===== src/rtl/rv32v_pkg.sv =====
// Shared encodings and the micro-op bundle for the RV32V issue sequencer.
package rv32v;

    typedef enum logic [6:0] {
        OPC_OP_V = 7'b1010111
    } opcode_e;

    typedef enum logic [2:0] {
        OPIVV = 3'b000,
        OPFVV = 3'b001,
        OPMVV = 3'b010,
        OPIVI = 3'b011,
        OPIVX = 3'b100,
        OPFVF = 3'b101,
        OPMVX = 3'b110,
        OPCFG = 3'b111
    } funct3_e;

    typedef enum logic [5:0] {
        F6_VFADD      = 6'b000000,
        F6_VFSUB      = 6'b000010,
        F6_VFMIN      = 6'b000100,
        F6_VFMAX      = 6'b000110,
        F6_VFSGNJ     = 6'b001000,
        F6_VFSGNJN    = 6'b001001,
        F6_VFSGNJX    = 6'b001010,
        F6_VSLIDEUP   = 6'b001110,
        F6_VSLIDEDOWN = 6'b001111,
        F6_VFDIV      = 6'b100000,
        F6_VFRDIV     = 6'b100001,
        F6_VFMUL      = 6'b100100,
        F6_VFMACC     = 6'b101100,
        F6_VFNMACC    = 6'b101101,
        F6_VFMSAC     = 6'b101110,
        F6_VFNMSAC    = 6'b101111
    } funct6_e;

    typedef struct packed {
        logic [5:0]  funct6;
        logic [2:0]  funct3;
        logic [4:0]  vd;
        logic [4:0]  vs1;
        logic [4:0]  vs2;
        logic [31:0] scalar;
        logic        masked;
    } rv32v_uop_t;

    function automatic logic is_fp_arith(input logic [5:0] f6);
        case (f6)
            F6_VFADD, F6_VFSUB, F6_VFMIN, F6_VFMAX,
            F6_VFSGNJ, F6_VFSGNJN, F6_VFSGNJX,
            F6_VFDIV, F6_VFMUL, F6_VFMACC,
            F6_VFNMACC, F6_VFMSAC, F6_VFNMSAC: return 1'b1;
            default:                           return 1'b0;
        endcase
    endfunction

endpackage


===== src/rtl/rv32v_decode.sv =====
// Combinational legality check of an OP-V instruction word.
module rv32v_decode
    import rv32v::*;
(
    input  logic [31:0] inst_word,
    output logic        legal,
    output logic        is_setvl
);

    logic [5:0] f6;
    logic [2:0] f3;
    logic       unused_bits;

    assign f6 = inst_word[31:26];
    assign f3 = inst_word[14:12];
    assign unused_bits = ^{inst_word[25:15], inst_word[11:7]};

    always_comb begin
        legal    = 1'b0;
        is_setvl = 1'b0;
        if (inst_word[6:0] == OPC_OP_V) begin
            case (f3)
                OPFVV: legal = is_fp_arith(f6);
                OPFVF: legal = is_fp_arith(f6) || (f6 == F6_VFRDIV);
                OPIVI, OPIVX:
                    legal = (f6 == F6_VSLIDEUP) || (f6 == F6_VSLIDEDOWN);
                OPCFG: begin
                    legal    = 1'b1;
                    is_setvl = 1'b1;
                end
                default: legal = 1'b0;
            endcase
        end
    end

endmodule


===== src/rtl/rv32v_sequencer.sv =====
// Accepts OP-V instructions, tracks vl and issues LANES-wide micro-op beats.
module rv32v_sequencer
    import rv32v::*;
#(
    parameter int LANES = 4,
    parameter int VLMAX = 32,
    localparam int IDXW = $clog2(VLMAX)
) (
    input  logic             clk,
    input  logic             rst,
    input  logic             inst_valid,
    output logic             inst_ready,
    input  logic [31:0]      inst_word,
    input  logic [31:0]      inst_rs1_value,
    output logic             uop_valid,
    input  logic             uop_ready,
    output logic [5:0]       uop_funct6,
    output logic [2:0]       uop_funct3,
    output logic [4:0]       uop_vd,
    output logic [4:0]       uop_vs1,
    output logic [4:0]       uop_vs2,
    output logic [31:0]      uop_scalar,
    output logic [IDXW-1:0]  uop_index,
    output logic [LANES-1:0] uop_lane_enable,
    output logic             uop_masked,
    output logic             uop_last,
    output logic             vl_wb_valid,
    output logic [4:0]       vl_wb_rd,
    output logic [31:0]      vl_wb_value,
    output logic             illegal,
    output logic             busy
);

    // Two spare bits so index+LANES and vl==VLMAX never wrap.
    localparam int CW = IDXW + 2;

    typedef enum logic {S_IDLE, S_ISSUE} state_e;

    state_e        state_q, state_d;
    logic [CW-1:0] vl_q, vl_d;
    logic [CW-1:0] idx_q, idx_d;
    rv32v_uop_t    uop_q, uop_d;
    logic          illegal_q, illegal_d;
    logic          wb_valid_q, wb_valid_d;
    logic [4:0]    wb_rd_q, wb_rd_d;
    logic [CW-1:0] wb_val_q, wb_val_d;

    logic          legal, is_setvl, accept, last_beat;
    logic [CW-1:0] setvl_val;
    logic [31:0]   scalar_val;

    rv32v_decode u_decode (
        .inst_word (inst_word),
        .legal     (legal),
        .is_setvl  (is_setvl)
    );

    assign accept    = inst_valid && (state_q == S_IDLE);
    assign last_beat = (idx_q + CW'(LANES)) >= vl_q;

    always_comb begin
        if (inst_word[19:15] == 5'd0 && inst_word[11:7] != 5'd0)
            setvl_val = CW'(VLMAX);
        else if (inst_rs1_value > 32'(VLMAX))
            setvl_val = CW'(VLMAX);
        else
            setvl_val = inst_rs1_value[CW-1:0];
    end

    always_comb begin
        case (inst_word[14:12])
            OPIVX, OPFVF: scalar_val = inst_rs1_value;
            OPIVI:        scalar_val = {27'd0, inst_word[19:15]};
            default:      scalar_val = 32'd0;
        endcase
    end

    always_comb begin
        state_d    = state_q;
        vl_d       = vl_q;
        idx_d      = idx_q;
        uop_d      = uop_q;
        illegal_d  = 1'b0;
        wb_valid_d = 1'b0;
        wb_rd_d    = wb_rd_q;
        wb_val_d   = wb_val_q;
        case (state_q)
            S_IDLE: begin
                if (accept) begin
                    if (!legal) begin
                        illegal_d = 1'b1;
                    end else if (is_setvl) begin
                        vl_d       = setvl_val;
                        wb_valid_d = 1'b1;
                        wb_rd_d    = inst_word[11:7];
                        wb_val_d   = setvl_val;
                    end else if (vl_q != '0) begin
                        state_d = S_ISSUE;
                        idx_d   = '0;
                        uop_d   = '{
                            funct6: inst_word[31:26],
                            funct3: inst_word[14:12],
                            vd:     inst_word[11:7],
                            vs1:    inst_word[19:15],
                            vs2:    inst_word[24:20],
                            scalar: scalar_val,
                            masked: ~inst_word[25]
                        };
                    end
                end
            end
            S_ISSUE: begin
                if (uop_ready) begin
                    if (last_beat) state_d = S_IDLE;
                    else           idx_d   = idx_q + CW'(LANES);
                end
            end
            default: state_d = S_IDLE;
        endcase
    end

    always_ff @(posedge clk or posedge rst) begin
        if (rst) begin
            state_q    <= S_IDLE;
            vl_q       <= '0;
            idx_q      <= '0;
            uop_q      <= '0;
            illegal_q  <= 1'b0;
            wb_valid_q <= 1'b0;
            wb_rd_q    <= '0;
            wb_val_q   <= '0;
        end else begin
            state_q    <= state_d;
            vl_q       <= vl_d;
            idx_q      <= idx_d;
            uop_q      <= uop_d;
            illegal_q  <= illegal_d;
            wb_valid_q <= wb_valid_d;
            wb_rd_q    <= wb_rd_d;
            wb_val_q   <= wb_val_d;
        end
    end

    always_comb begin
        for (int k = 0; k < LANES; k++)
            uop_lane_enable[k] = (state_q == S_ISSUE) && ((idx_q + CW'(k)) < vl_q);
    end

    assign inst_ready  = (state_q == S_IDLE);
    assign busy        = (state_q == S_ISSUE);
    assign uop_valid   = (state_q == S_ISSUE);
    assign uop_last    = (state_q == S_ISSUE) && last_beat;
    assign uop_index   = idx_q[IDXW-1:0];
    assign uop_funct6  = uop_q.funct6;
    assign uop_funct3  = uop_q.funct3;
    assign uop_vd      = uop_q.vd;
    assign uop_vs1     = uop_q.vs1;
    assign uop_vs2     = uop_q.vs2;
    assign uop_scalar  = uop_q.scalar;
    assign uop_masked  = uop_q.masked;
    assign illegal     = illegal_q;
    assign vl_wb_valid = wb_valid_q;
    assign vl_wb_rd    = wb_rd_q;
    assign vl_wb_value = {{(32-CW){1'b0}}, wb_val_q};

endmodule


===== config.mk =====
export PLATFORM = sky130hd
export DESIGN_NAME = rv32v_sequencer
export DESIGN_NICKNAME = d
export VERILOG_FILES = /design/src/rtl/rv32v_pkg.sv /design/src/rtl/rv32v_decode.sv /design/src/rtl/rv32v_sequencer.sv
export SDC_FILE = /design/constraint.sdc
export NUM_CORES = 1
export LEC_CHECK = 0
export BUFFER_PORTS_ARGS = -buffer_cell sky130_fd_sc_hd__buf_2
export CORE_UTILIZATION = 48
export DETAILED_ROUTE_END_ITERATION = 10
export PLACE_DENSITY = 0.9
export SYNTH_ARGS = -nofsm -noshare
export SYNTH_HDL_FRONTEND = slang
export SYNTH_HIERARCHICAL = 1
export SYNTH_SLANG_ARGS = --single-unit

===== constraint.sdc =====
create_clock -name clk -period 3.1 [get_ports clk]
set_clock_uncertainty 0.05 [all_clocks]
set_input_delay 0.62 -clock clk [delete_from_list [all_inputs] [get_ports clk]]
set_output_delay 0.62 -clock clk [all_outputs]
set_load 0.01 [all_outputs]

Yosys cells after proc, flatten, opt, wreduce, memory -nomap -nowiden
Memory sizes are Yosys's and may differ from the RTL's.
Index checks and enable logic that the tools add are counted.
{"block": "word_totals", "regBits": 79, "romBits": 128, "input_bits": 68, "out_inout_bits": 109, "word_cells": 90, "n_memories": 2}
{"name": "(no name shown)", "depth": 64, "width": 1, "rd": 1, "rd_ports_with_merged_regs": 0, "write_ports": 0, "line_no": "rv32v_pkg.sv:49", "rtl": "case (f6)"}
{"name": "(no name shown)", "depth": 64, "width": 1, "rd": 1, "rd_ports_with_merged_regs": 0, "write_ports": 0, "line_no": "rv32v_pkg.sv:49"}
{"block": "op_classes", "add_sub_neg": 4, "magnitude_cmp": 6, "eq_ne": 15, "muxes": 30, "bitwise_logic": 3, "reduce_logical": 17}
{"op": "$pmux W32 S2", "n": 1}
{"op": "$mux W7", "n": 8}
{"op": "$gt A32 B6 Y1 const B", "n": 1}
{"op": "$lt A7 B7 Y1", "n": 4}
{"op": "$mux W1", "n": 18}
{"op": "$add A7 B2 Y7 const B", "n": 2}
{"op": "$pmux W7 S2", "n": 1}
{"op": "$eq A6 B4 Y1 const B", "n": 2}
{"op": "$eq A3 B3 Y1 const B", "n": 3}
{"op": "$add A7 B1 Y7 const B", "n": 1}
{"op": "$add A7 B3 Y7 const B", "n": 1}
{"op": "$eq A7 B7 Y1 const B", "n": 1}
{"op": "$ge A7 B7 Y1", "n": 1}
{"op": "$logic_and A1 B1 Y1", "n": 7}
{"op": "$reduce_bool A7 Y1", "n": 1}
{"op": "$eq A6 B6 Y1 const B", "n": 1}
{"op": "$ne A2 B1 Y1 const B", "n": 3}
{"op": "$ne A2 B2 Y1 const B", "n": 3}
{"op": "$reduce_and A6 Y1", "n": 1}
{"op": "$logic_not A5 Y1", "n": 1}
{"op": "$reduce_and A5 Y1", "n": 1}
{"op": "$reduce_bool A5 Y1", "n": 1}
{"op": "$pmux W1 S4", "n": 1}
{"op": "$reduce_and A4 Y1", "n": 1}
{"op": "other kinds (6)", "n": 10}

Longest topological paths before layout
Gate-level depths: netlist of the first run.
{"block": "depth", "word_depth": 9, "mapped_depth": 10, "ltp_nobuf": 10}

Modules after synthesis
The synthesis of the first run kept the hierarchy.
{"module": "rv32v_sequencer", "instances": 1, "cells_per_inst": 385, "area_per_inst_um2": 3836.2, "seq_area_each_um2": 1926.8}
{"module": "rv32v_decode", "instances": 1, "cells_per_inst": 19, "area_per_inst_um2": 125.1, "seq_area_each_um2": 0.0}

Worst setup path before layout of the first run
Ideal clock, no wire load.
{"block": "synth_timing", "path_type": "reg-to-output", "startpoint": "reg idx_q[2]", "endpoint": "out uop_last", "t_arrival_ns": 1.947, "t_required_ns": 2.430, "slack_ns": 0.483, "path_stages_with_launch": 8, "n_path_buf": 1, "cell_sequence": "dfrtp_1 > ha_1 > ha_1 > nand2_1 > o31a_1 > o21ai_1 > clkbuf_1 > and2_1"}
{"block": "synth_between", "elab_chain_len": 3}
{"element": "start: declaration", "line_no": "rv32v_sequencer.sv:41", "rtl": "logic [CW-1:0] idx_q, idx_d;"}
{"element": "start signal: assignment", "line_no": "rv32v_sequencer.sv:135", "rtl": "idx_q <= idx_d;"}
{"element": "$add A7 B3 Y7", "line_no": "rv32v_sequencer.sv:59", "rtl": "assign last_beat = (idx_q + CW'(LANES)) >= vl_q;"}
{"element": "$ge A7 B7 Y1", "line_no": "rv32v_sequencer.sv:59"}
{"element": "$logic_and A1 B1 Y1", "line_no": "rv32v_sequencer.sv:152", "rtl": "assign uop_last = (state_q == S_ISSUE) && last_beat;"}
{"element": "end: declaration", "line_no": "rv32v_sequencer.sv:26", "rtl": "output logic uop_last,"}
No other way between the ends.

==> results.json, run 1 <==
{
  "ys_warn_count": 6,
  "tritoncts": "done",
  "synth-seq-cells": 77,
  "grt_pass1_wl_um": 15940,
  "cp_cell_sequence": "inv_1, ha_1, a211oi_1, o211ai_1, a31o_1, a21oi_1, buf_2",
  "status": "completed",
  "cts-resized-gates": 0,
  "syn_inst": 404,
  "finalNonFillerCells": 651,
  "postCtsSetupBuffers": 0,
  "clk_path_buf_depth": 2,
  "p_leak_uw": 0.002655,
  "synth.distinct_cells": 45,
  "total_power_uw": 2537,
  "synth-edff-count": 0,
  "slowest_stage": "dfrtp_1",
  "dp_cells": 635,
  "synth_common_cells": "nand2_1 (86), dfrtp_1 (77), o21ai_1 (38)",
  "finalCriticalPeriod_ns": 2.908,
  "cpPeakStageDelay_ns": 0.42,
  "worstSetupPathType": "register to output pin",
  "rsz0062_at_grt": "false",
  "synth_ff_type": "dfrtp_1",
  "cp.required_ns": 2.43,
  "hold_class": "input pin to asynchronous set/reset pin",
  "grtUsageMet1": 0.2982,
  "antenna_found_initial": 0,
  "yosysMostFrequentCell": "nand2_1",
  "drc": 0,
  "hold_buffers": 0,
  "end_kind": "output pin",
  "root_buffer": "clkbuf_8",
  "antenna_cells": 0,
  "fmax_ghz": 0.3438,
  "start_util": 0.5048,
  "syn2layout_area_growth_pct": 23.44,
  "die_x_um": 92.85,
  "top_usage_layer": "met2",
  "cp_top_family": "compound AO/OA/AOI/OAI gates",
  "setup_violations": 0,
  "maxSlewHeadroom": 0.5946,
  "grt_max_degree": 37,
  "place_congestion": 0.8483,
  "core_region_area_um2": 7848,
  "cap_violations": 0,
  "ys_async_sr_fraction": 1.000,
  "seq_area_frac_synth": 0.4864,
  "worst_pin_slew_ns": 0.6074,
  "p_per_area_nw_per_um2": 518.8,
  "avgSynthCellArea_um2": 9.805,
  "nets": 629,
  "grt_use_total": 0.2398,
  "overflow": 0,
  "grt_pass1_vias": 3336,
  "grtUsageMet3": 0.05911,
  "netlist_area_um2": 3961,
  "finalSetupTns_ns": 0,
  "io_buffers": 149,
  "viasPerCell": 5.232,
  "layout-drive-gt1-share": 0.3297,
  "wirelength_um": 9933,
  "post_drt_wl_per_cell_um": 15.26,
  "insertion_delay_ns": 0.34,
  "ys_top_cells_by_area": "dfrtp_1 (49%), nand2_1 (8.1%), mux2_1 (6.8%)",
  "report.final.hold_viol_count": 0,
  "netlist.area_leader.share": 0.4864,
  "die_h_um": 92.85,
  "cts_sinks": 77,
  "hpwl_um": 7839,
  "io_pins": 177,
  "first_pass_iters": 4,
  "irDropWorstVdd_mv": 0.3381,
  "die_area_um2": 8620,
  "synth_area_leader_cell": "dfrtp_1",
  "cts_made_buffers": 9,
  "crit_buf_inv": 2,
  "maxSlewViolCount": 0,
  "critPathArrivalTime_ns": 2.24,
  "critPathLaunchType": "register",
  "crit_path_max_fanout": 4,
  "vias": 3406,
  "drt_iter0_drc": 144,
  "clk_pin_slew_ns": 0.08,
  "ant_nets": 0,
  "use_met2": 0.4093,
  "rows": 32,
  "layout_worst_path_cycle_share": 0.9382,
  "htreeDepth": 3
}
[flip-flops by register name, summed over array words and instances (netlist names)]
| signal | flops |
|---|---|
| busy | 1 |
| idx_q | 5 |
| illegal | 1 |
| uop_funct3 | 3 |
| uop_funct6 | 6 |
| uop_masked | 1 |
| uop_scalar | 32 |
| uop_vd | 5 |
| uop_vs1 | 5 |
| uop_vs2 | 5 |
| vl_wb_rd | 5 |
| vl_wb_valid | 1 |
| wb_val_q | 7 |
[cell families (layout without fill, tap and decap cells)]
group                      Yosys count  count (layout)  share of synthesized area
adders and majority gates           17              17                    0.05369
DFF                                 77              77                     0.4864
xor gates and xnor gates             3               3                   0.006634
and+or+nand+nor                    137             137                     0.1665
muxes                               25              25                    0.07075
buffers and inverters               66             185                    0.09318
other                                1              27                  0.0009467
AOI/OAI and AO/OA                   78              78                     0.1219
[layout by cell type, fill, tap and decap left out, types with 6 or more instances in the layout]
master | netlist | final
nand3_1 | 10 | 10
a21oi_1 | 6 | 6
mux2_1 | 24 | 24
dfrtp_1 | 77 | 75
nand2_1 | 86 | 86
o21ai_1 | 38 | 38
conb_1 | 1 | 27
inv_1 | 12 | 11
ha_1 | 17 | 17
buf_4 | 31 | 8
buf_2 | 4 | 149
clkbuf_8 | 0 | 9
[cell type report]
class                   instances  area [µm²]
well taps                     102       127.6
fillers                       660        2958
clock buffers                  10       127.6
multi-input cells             287        1767
repair buffers                157       805.8
inverters                      12       46.29
flip-flops and latches         77        1929
clock inverters                 6       86.33
[layer usage]
| metal | wire length (µm) | vias up | part of all wire |
|---|---|---|---|
| li1 | - | 1621 | - |
| met1 | 4075 | 1612 | 0.41 |
| met2 | 4946 | 157 | 0.50 |
| met3 | 748 | 16 | 0.075 |
| met4 | 162 | 0 | 0.016 |
| met5 | 0 | - | 0 |
[path summary, 6_finish.rpt]
path                       cells past startpoint  slack [ns]                 end          start
max in group asynchronous                      3        1.99            idx_q[3]            rst
setup / recovery                               7        0.19  uop_lane_enable[2]    wb_val_q[4]
hold / removal                                 2        0.27      uop_scalar[16]            rst
hold reg to reg                                2        0.43       uop_scalar[7]  uop_scalar[7]
min in group clk                               2        0.40          uop_masked  inst_word[25]
setup reg to reg                               9        0.65            idx_q[4]       idx_q[4]
[stage by stage]
stage	worst slack [ns]	area [µm²]	hold slack [ns]	util
after floorplan	0.4633	4059	0.4639	-
after global placement	0.3946	4673	0.4072	0.5955
after detailed placement	0.3324	4673	0.4196	0.5955
after CTS	0.1558	4887	0.2894	0.6228
after global routing	0.03960	4890	0.3193	0.6231
final	0.1916	4890	0.2745	0.6231
[report_power, final]
group	internal, µW	total (µW)	switching (µW)
Combinational	270	606	336
Sequential	1050	1120	71.2
Clock	454	814	360
Total	1770	2540	768
Power figures use the tool's default switching activity.
==> run 2, diff against run 1 <==
Settings changed: CORE_UTILIZATION 48 to 50, PLACE_DENSITY 0.9 to 0.93.
Clock period 3.1 ns to 3.35 ns, I/O delays scaled along.
==> run 2 against run 1 <==
Clock-buffer cell count increased by 2. Critical path depth increased by 1. Core utilization increased by 1.7 points. Critical path type unchanged. Critical endpoint is now uop_last.
==> results.json, run 2 (same netlist as run 1, synthesis figures left out) <==
{
  "clk_pin_slew_ns": 0.08,
  "cap_violations": 0,
  "hpwl_um": 7821,
  "irDropWorstVdd_mv": 0.4494,
  "postCtsSetupBuffers": 0,
  "cp.required_ns": 2.63,
  "grt_pass1_wl_um": 16380,
  "layout-drive-gt1-share": 0.3266,
  "rows": 32,
  "end_kind": "output pin",
  "hold_class": "input pin to asynchronous set/reset pin",
  "core_region_area_um2": 7687,
  "cts_made_buffers": 9,
  "grt_max_degree": 55,
  "drt_iter0_drc": 113,
  "antenna_found_initial": 0,
  "mostFrequentLayoutCell": "buf_2",
  "multi_input_area_um2": 1767,
  "total_power_uw": 2416,
  "finalSetupTns_ns": 0,
  "die_h_um": 91.01,
  "die_x_um": 91.01,
  "htreeDepth": 3,
  "root_buffer": "clkbuf_8",
  "critPathArrivalTime_ns": 2.27,
  "wirelength_um": 10010,
  "tritoncts": "done",
  "grt_use_total": 0.2523,
  "regArea_um2": 1927,
  "ant_nets": 0,
  "layout_worst_path_cycle_share": 0.8912,
  "rr_startpoint": "idx_q[2]",
  "report.final.hold_viol_count": 0,
  "final_util": 0.6401,
  "post_drt_wl_per_cell_um": 15.39,
  "die_area_um2": 8283,
  "maxSlewViolCount": 0,
  "setup_violations": 0,
  "largest_reg_flops": 32,
  "rsz0062_at_grt": "false",
  "fmax_ghz": 0.3349,
  "reg2reg_depth": 9,
  "vias": 3434,
  "antenna_cells": 0,
  "n_fill_cell": 649,
  "p_per_area_nw_per_um2": 491.0,
  "layout_common_cells": "buf_2 (149), nand2_1 (86), dfrtp_1 (77)",
  "io_pins": 177,
  "nets": 628,
  "start_util": 0.5153,
  "insertion_delay_ns": 0.34,
  "p_leak_uw": 0.002676,
  "cts-resized-gates": 0,
  "overflow": 0,
  "crit_path_max_fanout": 8,
  "status": "completed",
  "r2r_slack_ns": 0.85,
  "layout_setup_ws_ns": 0.3644,
  "finalCriticalPeriod_ns": 2.986,
  "dp_slack_ns": 0.4106,
  "viasPerCell": 5.283,
  "worstSetupPathType": "register to output pin",
  "first_pass_iters": 4,
  "critPathLaunchType": "register",
  "cts_sinks": 77,
  "io_buffers": 149,
  "drc": 0,
  "clk_path_buf_depth": 2,
  "place_congestion": 0.8348,
  "grt_pass1_vias": 3411,
  "r2r-end": "idx_q[4]",
  "syn2layout_area_growth_pct": 24.23,
  "holdWs_ns": 0.2294,
  "hold_buffers": 0
}
-- run 2: changes by cell type in the layout (fill, tap and decap cells not counted), sizes merged --
cell	before	now
clkinv	3	2
clkinvlp	1	0
clkbuf	10	12
buf	157	156
-- run 2: routing by layer --
metal | up-vias | part of all wire | global-route usage
li1 | 1611 | - | -
met1 | 1660 | 0.39 | 0.2976
met2 | 149 | 0.52 | 0.4432
met3 | 14 | 0.073 | 0.06449
met4 | 0 | 0.015 | 0.09259
met5 | - | 0 | 0
-- run 2: worst max-delay path, cell delays in order, from the launching register on --
cell and delay [ns]:
dfrtp_1 0.50, ha_1 0.26, nand3_1 0.12, xnor2_1 0.23
ha_1 0.29, a21oi_1 0.13, o21ai_1 0.10, and2_1 0.17
buf_2 0.13
-- run 2: through the flow --
stage / cells / instance area, µm²
after global placement: 634 / 4678
final: 650 / 4921
after floorplan: 430 / 4059
after global routing: 650 / 4921
after CTS: 650 / 4921
after detailed placement: 634 / 4678
-- run 2: final cells by class --
cell class / count / area share
sequential: 77 / 0.3916
tap: 102 / 0.02593
clock inverter: 4 / 0.01576
timing repair buffer: 156 / 0.1648
inverter: 12 / 0.009408
multi-input combinational: 287 / 0.3590
clock buffer: 12 / 0.03356
-- run 2: how the worst max path moves through the flow --
| stage | from | endpoint | slack (ns) | cells after the start |
|---|---|---|---|---|
| 4_1_cts | idx_q[2] | uop_last | 0.35 | 8 |
| 2_1_floorplan | rst | busy | 0.66 | 1 |
| 3_3_place_gp | inst_word[29] | uop_vs1[4] | 0.50 | 9 |
| 3_5_place_dp | inst_word[29] | uop_vs1[2] | 0.41 | 9 |
| 5_1_grt | idx_q[2] | uop_last | 0.23 | 8 |
| 6_report | idx_q[2] | uop_last | 0.36 | 8 |
-- run 2: report_power, final --
| group | switching [µW] | internal, µW | total (µW) |
|---|---|---|---|
| Combinational | 309 | 248 | 557 |
| Clock | 339 | 485 | 824 |
| Sequential | 69.8 | 965 | 1040 |
| Total | 718 | 1700 | 2420 |
==> run 3, diff against run 2 <==
--- a/config.mk
+++ b/config.mk
@@ -8,2 +8,3 @@
 export BUFFER_PORTS_ARGS = -buffer_cell sky130_fd_sc_hd__buf_2
+export CAP_MARGIN = 40
 export CORE_UTILIZATION = 50
--- a/constraint.sdc
+++ b/constraint.sdc
@@ -4,2 +4,2 @@
 set_output_delay 0.67 -clock clk [all_outputs]
-set_load 0.01 [all_outputs]
+set_load 0.02 [all_outputs]
==> run 3 against run 2 <==
Combinational power up 5.2%. Sequential power hardly changed. Wire length decreased by 2.4%. Register-to-register slack improved by 0.07 ns. Via count shrank 0.38%. Final cell count grew 0.15%. Core utilization fell by 0.34 points. Global-route usage is 0.39 points lower. Die area did not move. Critical endpoint is now uop_lane_enable[1]. Largest power group unchanged.
==> results.json, run 3 (same netlist as run 1, synthesis figures left out) <==
{
  "status": "completed",
  "hold_class": "input pin to asynchronous set/reset pin",
  "wirelength_um": 9768,
  "p_leak_uw": 0.002656,
  "grt_pass1_wl_um": 16100,
  "ant_nets": 0,
  "rr_startpoint": "idx_q[2]",
  "layout_common_cells": "buf_2 (149), nand2_1 (86), dfrtp_1 (77)",
  "reg2reg_depth": 9,
  "cpPeakStageDelay_ns": 0.51,
  "hold_buffers": 0,
  "layout_worst_path_cycle_share": 0.9039,
  "cts_made_buffers": 9,
  "critPathLaunchType": "register",
  "crit_buf_inv": 2,
  "multi_input_area_um2": 1767,
  "antenna_cells": 0,
  "grt_use_total": 0.2484,
  "nets": 629,
  "grtUsageMet1": 0.2986,
  "post_drt_wl_per_cell_um": 15.00,
  "top_usage_layer": "met2",
  "grt_max_degree": 47,
  "drc": 0,
  "cpMostUsedCell": "a21o_1",
  "cts_sinks": 77,
  "rows": 32,
  "dp_cells": 635,
  "overflow": 0,
  "cts-resized-gates": 0,
  "mostFrequentLayoutCell": "buf_2",
  "r2r_slack_ns": 0.92,
  "first_pass_iters": 4,
  "clk_pin_slew_ns": 0.09,
  "slowest_stage": "dfrtp_1",
  "io_pins": 177,
  "maxSlewHeadroom": 0.6466,
  "syn2layout_area_growth_pct": 23.56,
  "rsz0062_at_grt": "false",
  "end_kind": "output pin",
  "finalSetupTns_ns": 0,
  "place_congestion": 0.8359,
  "grt_pass1_vias": 3373,
  "maxSlewViolCount": 0,
  "io_buffers": 149,
  "fmax_ghz": 0.3303,
  "start_util": 0.5153,
  "p_per_area_nw_per_um2": 477.6,
  "irDropWorstVdd_mv": 0.2784,
  "viasPerCell": 5.255,
  "n_fill_cell": 616,
  "vias": 3421,
  "finalNonFillerCells": 651,
  "insertion_delay_ns": 0.34,
  "finalCriticalPeriod_ns": 3.028,
  "cp-startpoint": "idx_q[2]",
  "critPathArrivalTime_ns": 2.31,
  "regArea_um2": 1927,
  "cp.required_ns": 2.63,
  "cap_violations": 0,
  "total_power_uw": 2338,
  "drt_iter0_drc": 144,
  "antenna_found_initial": 0,
  "die_h_um": 91.01,
  "setup_violations": 0,
  "report.final.hold_viol_count": 0,
  "worst_pin_slew_ns": 0.5296,
  "critPathCapture": "uop_lane_enable[1]",
  "grtUsageMet3": 0.07370,
  "cp_top_family": "compound AO/OA/AOI/OAI gates",
  "hpwl_um": 7597,
  "core_region_area_um2": 7687,
  "crit_cells": 8,
  "use_met2": 0.4230,
  "worstSetupPathType": "register to output pin",
  "cp_cell_sequence": "inv_1, ha_1, nand2b_1, a21o_1, a21o_1, a31o_1, a21oi_1, buf_2",
  "postCtsSetupBuffers": 0,
  "r2r-end": "idx_q[4]",
  "root_buffer": "clkbuf_8",
  "layout-drive-gt1-share": 0.3279,
  "htreeDepth": 3,
  "crit_path_max_fanout": 8,
  "die_x_um": 91.01,
  "clk_path_buf_depth": 2,
  "tritoncts": "done",
  "largest_reg_flops": 32,
  "die_area_um2": 8283
}
[run 3: final cells by class]
type / instances / area share
clock buffers: 10 / 0.02812
flip-flops and latches: 77 / 0.3937
clock inverters: 6 / 0.01457
well taps: 102 / 0.02607
inverters: 12 / 0.009458
multi-input cells: 287 / 0.3609
repair buffers: 157 / 0.1672
[run 3: how the worst min path moves through the flow]
stage | start | end | depth (start not counted)
after floorplan | idx_q[6] | idx_q[6] | 2
after global placement | uop_scalar[28] | uop_scalar[28] | 2
after detailed placement | uop_scalar[22] | uop_scalar[22] | 2
after CTS | rst | uop_vs2[0] | 2
after global routing | rst | uop_scalar[24] | 2
final | rst | uop_scalar[23] | 2
[run 3: where the power goes]
group / internal (µW) / leakage (µW) / switching [µW]
sequential: 965 / 0.00105 / 69.4
clock: 369 / 0.0000991 / 348
combinational: 247 / 0.00151 / 339
[run 3: metal layers]
metal  up-vias  wire length, µm
met1      1633             3948
met5         -                0
met4         0              173
met3        14              731
li1       1620                -
met2       154             4914
[run 3: through the flow]
stage	cell area, µm²	setup slack, ns	util	hold WS (ns)
after global routing	4895	0.1827	0.6367	0.3334
after global placement	4686	0.5014	0.6095	0.4125
final	4895	0.3220	0.6367	0.2958
after floorplan	4059	0.6168	-	0.4968
after CTS	4895	0.3269	0.6367	0.3089
after detailed placement	4686	0.4129	0.6095	0.4208
